--- src/rtl/rbm_sample_accumulator_pkg.sv ---
`default_nettype none
// ============================================================================
// Module   : rbm_sample_accumulator_pkg
// Brief    : Shared constants, FSM encodings and width helpers for the
//            RBM sample accumulator.
// Revision : 1.0 - initial release
// ============================================================================
package rbm_sample_accumulator_pkg;

    typedef logic [1:0] state_t;

    localparam state_t c_ST_IDLE  = 2'd0;
    localparam state_t c_ST_ACCUM = 2'd1;
    localparam state_t c_ST_SCAN  = 2'd2;
    localparam state_t c_ST_DONE  = 2'd3;

    // Ceiling log2 for elaboration-time width derivation; clog2(1) is 0.
    function automatic int clog2(input int value);
        int r;
        r = 0;
        while ((1 << r) < value) begin
            r = r + 1;
        end
        return r;
    endfunction

    function automatic int max1(input int value);
        return (value < 1) ? 1 : value;
    endfunction

endpackage : rbm_sample_accumulator_pkg
`default_nettype wire

--- src/rtl/rbm_argmax_scan.sv ---
`default_nettype none
// ============================================================================
// Module   : rbm_argmax_scan
// Brief    : Sequential compare/hold unit; tracks the largest value seen and
//            its index. Strict compare keeps the lower index on ties.
// Revision : 1.0 - initial release
// ============================================================================
module rbm_argmax_scan #(
    parameter int VAL_BW = 14,
    parameter int IDX_BW = 3
) (
    input  logic              clock_i,
    input  logic              reset_ni,
    input  logic              clear_i,
    input  logic              en_i,
    input  logic [VAL_BW-1:0] value_i,
    input  logic [IDX_BW-1:0] idx_i,
    output logic [VAL_BW-1:0] best_o,
    output logic [IDX_BW-1:0] best_idx_o
);

    logic [VAL_BW-1:0] best_q;
    logic [IDX_BW-1:0] best_idx_q;

    always_ff @(posedge clock_i) begin
        if (!reset_ni || clear_i) begin
            best_q     <= '0;
            best_idx_q <= '0;
        end else if (en_i && (value_i > best_q)) begin
            best_q     <= value_i;
            best_idx_q <= idx_i;
        end
    end

    assign best_o     = best_q;
    assign best_idx_o = best_idx_q;

endmodule : rbm_argmax_scan
`default_nettype wire

--- src/rtl/rbm_sample_accumulator.sv ---
`default_nettype none
// ============================================================================
// Module   : rbm_sample_accumulator
// Brief    : Accumulates NUM_SAMPLES hidden-unit vectors, then scans for the
//            most active unit and holds the result behind valid/ready.
// Revision : 1.0 - initial release
// ============================================================================
module rbm_sample_accumulator
    import rbm_sample_accumulator_pkg::*;
#(
    parameter  int OUTPUT_BITLENGTH = 12,
    parameter  int OUT_DIM          = 5,
    parameter  int NUM_SAMPLES      = 4,
    localparam int ACC_BW           = OUTPUT_BITLENGTH + clog2(NUM_SAMPLES),
    localparam int IDX_BW           = max1(clog2(OUT_DIM)),
    localparam int CNT_BW           = clog2(NUM_SAMPLES + 1)
) (
    input  logic                                clock_i,
    input  logic                                reset_ni,
    input  logic                                start_i,
    input  logic                                in_valid_i,
    input  logic [OUT_DIM*OUTPUT_BITLENGTH-1:0] in_data_i,
    input  logic                                out_ready_i,
    output logic                                busy_o,
    output logic                                out_valid_o,
    output logic [IDX_BW-1:0]                   class_idx_o,
    output logic [ACC_BW-1:0]                   best_sum_o,
    output logic [OUT_DIM*ACC_BW-1:0]           acc_out_o
);

    localparam logic [CNT_BW-1:0] c_CNT_LAST = CNT_BW'(NUM_SAMPLES - 1);
    localparam logic [IDX_BW-1:0] c_IDX_LAST = IDX_BW'(OUT_DIM - 1);

    state_t              state_q, state_d;
    logic [CNT_BW-1:0]   count_q;
    logic [IDX_BW-1:0]   scan_idx_q;
    logic [ACC_BW-1:0]   acc_q [OUT_DIM];
    logic                busy_q;
    logic                out_valid_q;
    logic [IDX_BW-1:0]   class_idx_q;
    logic [ACC_BW-1:0]   best_sum_q;

    logic                w_acc_clear;
    logic                w_acc_en;
    logic                w_last_sample;
    logic                w_scan_en;
    logic                w_latch;
    logic                w_handshake;
    logic [ACC_BW-1:0]   w_scan_val;
    logic [ACC_BW-1:0]   w_best;
    logic [IDX_BW-1:0]   w_best_idx;
    logic                w_take;

    always_ff @(posedge clock_i) begin
        if (!reset_ni) begin
            state_q <= c_ST_IDLE;
        end else begin
            state_q <= state_d;
        end
    end

    always_comb begin
        state_d = state_q;
        case (state_q)
            c_ST_IDLE:  if (start_i)                    state_d = c_ST_ACCUM;
            c_ST_ACCUM: if (w_last_sample)              state_d = c_ST_SCAN;
            c_ST_SCAN:  if (scan_idx_q == c_IDX_LAST)   state_d = c_ST_DONE;
            c_ST_DONE:  if (out_valid_q && out_ready_i) state_d = c_ST_IDLE;
            default:                                    state_d = c_ST_IDLE;
        endcase
    end

    always_comb begin
        w_acc_clear   = (state_q == c_ST_IDLE) && start_i;
        w_acc_en      = (state_q == c_ST_ACCUM) && in_valid_i;
        w_last_sample = w_acc_en && (count_q == c_CNT_LAST);
        w_scan_en     = (state_q == c_ST_SCAN);
        w_latch       = w_scan_en && (scan_idx_q == c_IDX_LAST);
        w_handshake   = (state_q == c_ST_DONE) && out_valid_q && out_ready_i;
    end

    assign w_scan_val = acc_q[scan_idx_q];

    rbm_argmax_scan #(
        .VAL_BW (ACC_BW),
        .IDX_BW (IDX_BW)
    ) u_scan (
        .clock_i    (clock_i),
        .reset_ni   (reset_ni),
        .clear_i    (w_last_sample),
        .en_i       (w_scan_en),
        .value_i    (w_scan_val),
        .idx_i      (scan_idx_q),
        .best_o     (w_best),
        .best_idx_o (w_best_idx)
    );

    // The final unit is compared in the same edge that publishes the result.
    assign w_take = w_scan_val > w_best;

    always_ff @(posedge clock_i) begin
        if (!reset_ni) begin
            count_q     <= '0;
            scan_idx_q  <= '0;
            busy_q      <= 1'b0;
            out_valid_q <= 1'b0;
            class_idx_q <= '0;
            best_sum_q  <= '0;
            for (int i = 0; i < OUT_DIM; i++) begin
                acc_q[i] <= '0;
            end
        end else begin
            busy_q <= (state_d == c_ST_ACCUM) || (state_d == c_ST_SCAN);
            if (w_acc_clear) begin
                count_q <= '0;
                for (int i = 0; i < OUT_DIM; i++) begin
                    acc_q[i] <= '0;
                end
            end else if (w_acc_en) begin
                count_q <= count_q + CNT_BW'(1);
                for (int i = 0; i < OUT_DIM; i++) begin
                    acc_q[i] <= acc_q[i]
                              + ACC_BW'(in_data_i[i*OUTPUT_BITLENGTH +: OUTPUT_BITLENGTH]);
                end
            end
            if (w_last_sample) begin
                scan_idx_q <= '0;
            end else if (w_scan_en && !w_latch) begin
                scan_idx_q <= scan_idx_q + IDX_BW'(1);
            end
            if (w_latch) begin
                out_valid_q <= 1'b1;
                class_idx_q <= w_take ? scan_idx_q : w_best_idx;
                best_sum_q  <= w_take ? w_scan_val : w_best;
            end else if (w_handshake) begin
                out_valid_q <= 1'b0;
            end
        end
    end

    for (genvar g = 0; g < OUT_DIM; g++) begin : g_pack
        assign acc_out_o[g*ACC_BW +: ACC_BW] = acc_q[g];
    end

    assign busy_o      = busy_q;
    assign out_valid_o = out_valid_q;
    assign class_idx_o = class_idx_q;
    assign best_sum_o  = best_sum_q;

endmodule : rbm_sample_accumulator
`default_nettype wire

--- config.mk ---
export PLATFORM = sky130hd
export DESIGN_NAME = rbm_sample_accumulator
export DESIGN_NICKNAME = d
export VERILOG_FILES = /design/src/rtl/rbm_sample_accumulator_pkg.sv /design/src/rtl/rbm_argmax_scan.sv /design/src/rtl/rbm_sample_accumulator.sv
export SDC_FILE = /design/constraint.sdc
export NUM_CORES = 1
export LEC_CHECK = 0
export CAP_MARGIN = 40
export CORE_ASPECT_RATIO = 1.4
export CORE_MARGIN = 3
export CORE_UTILIZATION = 48
export CTS_CLUSTER_DIAMETER = 80
export DETAILED_ROUTE_END_ITERATION = 8
export PLACE_DENSITY = 0.77
export SYNTH_ARGS = -nofsm -noshare
export SYNTH_HDL_FRONTEND = slang
export SYNTH_SLANG_ARGS = --single-unit
--- constraint.sdc ---
create_clock -name clock_i -period 3 [get_ports clock_i]
set_clock_uncertainty 0.05 [all_clocks]
set_input_delay 0.3 -clock clock_i [delete_from_list [all_inputs] [get_ports clock_i]]
set_output_delay 0.3 -clock clock_i [all_outputs]
set_load 0.05 [all_outputs]
==> metrics.txt <==
status=finished, violations left; failing checks=negative setup slack; LEAKAGE=0.004513 µW; slowest stage cell, crit path=mux4_2; CP startpoint kind=flop; Initial Util=49.63%; top layer in use=met4; Hold Path Class=flop to flop; worst setup slack after placement=-0.1321 ns; Port Buffers=153; Final Net Count=about 1200; delay of the slowest critical-path stage=0.49 ns; critical-path cell list=buf_8 > mux4_2 > mux2_4 > ha_4 > nand2_4 > nor4_4 > o31ai_4 > a211oi_2 > buf_6 > mux2i_1 > nor2_1; first-pass GRT wire length=37.94 mm; remaining global-route overflow=0; setup ws final=-0.08146 ns; row count=between 50 and 60; I/O pin cnt=154; DR WL met3=1.302 mm; Final Setup Violations=31; met2 WL=around 13 mm; crit path buf inv count=2; synth warn=0; clock transition at the registers of the reported paths=0.06 ns; Fillers=1245; area delta synth->final=37.15%; DRT Wirelength=23.95 mm; WP data arrival=3.32 ns; detailed placement HPWL=approximately 18 mm; WL per Instance=approximately 19 µm; largest net degree at the start of global routing=71; Routed Antenna Nets=0; CP Class=flop to flop; EDFF count, synth=70; Async SR Flop Fraction=0%; slew margin rel.=64.87%; fin crit share=102.7%; VDD IR max=around 0.37 mV; CTS tree=yes; # hold bufs at CTS=0; Syn Inst Count=841; routed length on met1=9.296 mm; delay-heaviest family, CP=multiplexers; worst slew pin tran=0.5254 ns; fraction of layout cells with a size suffix above 1=between 15 and 20%; drt drc=0; Slew Limit Fails=0; Worst Hold Slack=0.4490 ns; Die Ht=160.0 µm; Max-Cap Viols=0; CTS Buf Count=17; Power Density=485.3 nW/µm²; RSZ-0062 raised after global routing=true; clk buf depth=2; worst-path fanout max=8; DRT iter0 DRCs=570; Cell Area, Synth=~8100 µm²; Worst setup EP type=flop; full die area=18550 µm²; GR Util All Layers=25.75%; via density per instance=5.909; final instance area=11150 µm²; Max Clock Freq=324.5 MHz; PnR Total Power=5409 µW; CTS root buf=clkbuf_16; Netlist cell types=66; dpl cell area=10480 µm²; vias in the first global route=7548; H-tree levels=4; RD Place Congestion=0.9321; DR pass1 iterations=5; Die X=116.0 µm; Final min period=3.081 ns; clk sinks=117; top_reg_cell synth=edfxtp_1; register area share after synthesis=roughly 37%; initial antenna violation count=0; Worst EP required=roughly 3.2 ns; Synth Register Bits=117; average size of a mapped cell=9.664 µm²; Hold Violations, Final=0; via count=7570; Worst-Skew Late Latency=~0.42 ns; CORE AREA=16380 µm²; Synth Net Count=989; # diodes=0
synthesized netlist by cell type, types with 3 or more instances:
cell | number | area share [%]
mux4_2 | 14 | 3.9
a211oi_1 | 5 | 0.46
a31oi_1 | 23 | 1.8
a311oi_1 | 3 | 0.32
nand2_1 | 56 | 2.6
mux2_2 | 11 | 1.5
or3_1 | 5 | 0.38
nor2b_1 | 12 | 0.92
clkbuf_1 | 19 | 0.88
nand3_1 | 44 | 2.7
fa_1 | 5 | 1.2
nor2_1 | 70 | 3.2
nor4b_1 | 3 | 0.32
or4_1 | 4 | 0.37
o311ai_0 | 3 | 0.32
dfxtp_1 | 47 | 12
a21oi_1 | 51 | 3.1
and3_1 | 13 | 1.0
nor4_1 | 7 | 0.54
or2_2 | 4 | 0.31
nor3b_1 | 7 | 0.65
xor2_1 | 20 | 2.2
nand2b_1 | 15 | 1.2
edfxtp_1 | 70 | 26
o21a_1 | 12 | 1.1
o21ai_1 | 3 | 0.18
nand4_1 | 10 | 0.77
nand3b_1 | 3 | 0.28
nor3_1 | 30 | 1.8
o31ai_1 | 5 | 0.46
xnor2_1 | 13 | 1.4
ha_1 | 78 | 12
mux2i_1 | 26 | 3.2
a21o_1 | 21 | 1.9
a22oi_1 | 14 | 1.3
buf_2 | 8 | 0.49
inv_1 | 45 | 2.1
o21ai_0 | 27 | 1.7
per-stage QoR:
step	instances	setup TNS (ns)	util (%)
floorplan	841	-0.7590	-
global route	1281	-5.387	68.06
CTS	1279	-1.283	67.89
finish	1281	-1.161	68.06
global placement	1240	-2.309	63.93
detailed placement	1241	-3.234	63.97
sequential cells by signal (all words and copies together), names as in the netlist, named ones only:
register,cells
acc_q,70
best_sum_o,14
u_scan.best_o,14
class_idx_o,3
count_q,3
scan_idx_q,3
u_scan.best_idx_o,3
state_q,2
busy_o,1
out_valid_o,1
cell type report:
class | instances | area, µm² | area share (%)
multi-input combinational | 647 | 4875 | 43.73
sequential | 117 | 3044 | 27.31
timing repair buffer | 240 | 2262 | 20.29
clock buffer | 19 | 432.9 | 3.884
tap | 199 | 249.0 | 2.234
inverter | 46 | 172.7 | 1.549
clock inverter | 13 | 111.4 | 0.9990
worst min-delay path, stage by stage, from the launching register on:
cell,delay [ns]
dfxtp_1,0.33
mux2i_1,0.07
nor2_1,0.07
worst paths after layout:
| check | from | to | slack [ns] | cells after the start |
|---|---|---|---|---|
| worst max-delay path | flop | u_scan.best_idx_o[0] | -0.08 | 11 |
| worst min-delay path | u_scan.best_idx_o[1] | u_scan.best_idx_o[1] | 0.45 | 2 |
| worst max register to register | flop | u_scan.best_idx_o[0] | -0.08 | 11 |
| worst min register to register | u_scan.best_idx_o[1] | u_scan.best_idx_o[1] | 0.45 | 2 |
power by group:
group | switching [µW] | internal (µW) | total [µW]
clock network | 763 | 1130 | 1890
logic | 948 | 690 | 1640
registers | 75.6 | 1800 | 1880
total | 1790 | 3620 | 5410
layer usage:
metal	vias up	track usage, %
met2	268	45.81
li1	3602	-
met4	0	10.03
met1	3642	30.40
met3	58	4.246
met5	-	0
kinds of logic after synthesis:
kind of cell | Yosys count | share of synthesized area [%]
compound gates | 183 | 14.49
xor+xnor | 33 | 3.556
flops | 117 | 37.44
buf+inv | 77 | 4.110
simple gates | 297 | 18.57
fa+ha+maj | 83 | 13.24
mux | 51 | 8.605
repair_timing:
item                                    CTS  global route
pin swaps                                 6             4
endpoints found under the setup margin   32            33
buffers inserted                          6             2
hold endpoints to repair                  0             0
resized for setup                        13             4
cells in the final DEF, fill, tap and decap left out, drive strengths merged, types with 8 or more instances in the layout:
cell             n
nor2            71
edfxtp          70
mux4            14
clkbuf          19
and3            13
a31oi           23
a21oi           51
nand4           10
a21o            21
mux2i           26
a22oi           14
nor3            30
nand3           45
xnor2           13
nand2b          15
mux2            11
inv             45
o21ai           30
nor4             8
o21a            12
nand2           58
ha              78
xor2            20
clkdlybuf4s50  153
nor2b           12
dfxtp           47
buf             87
(Power assumes the default switching activity.)
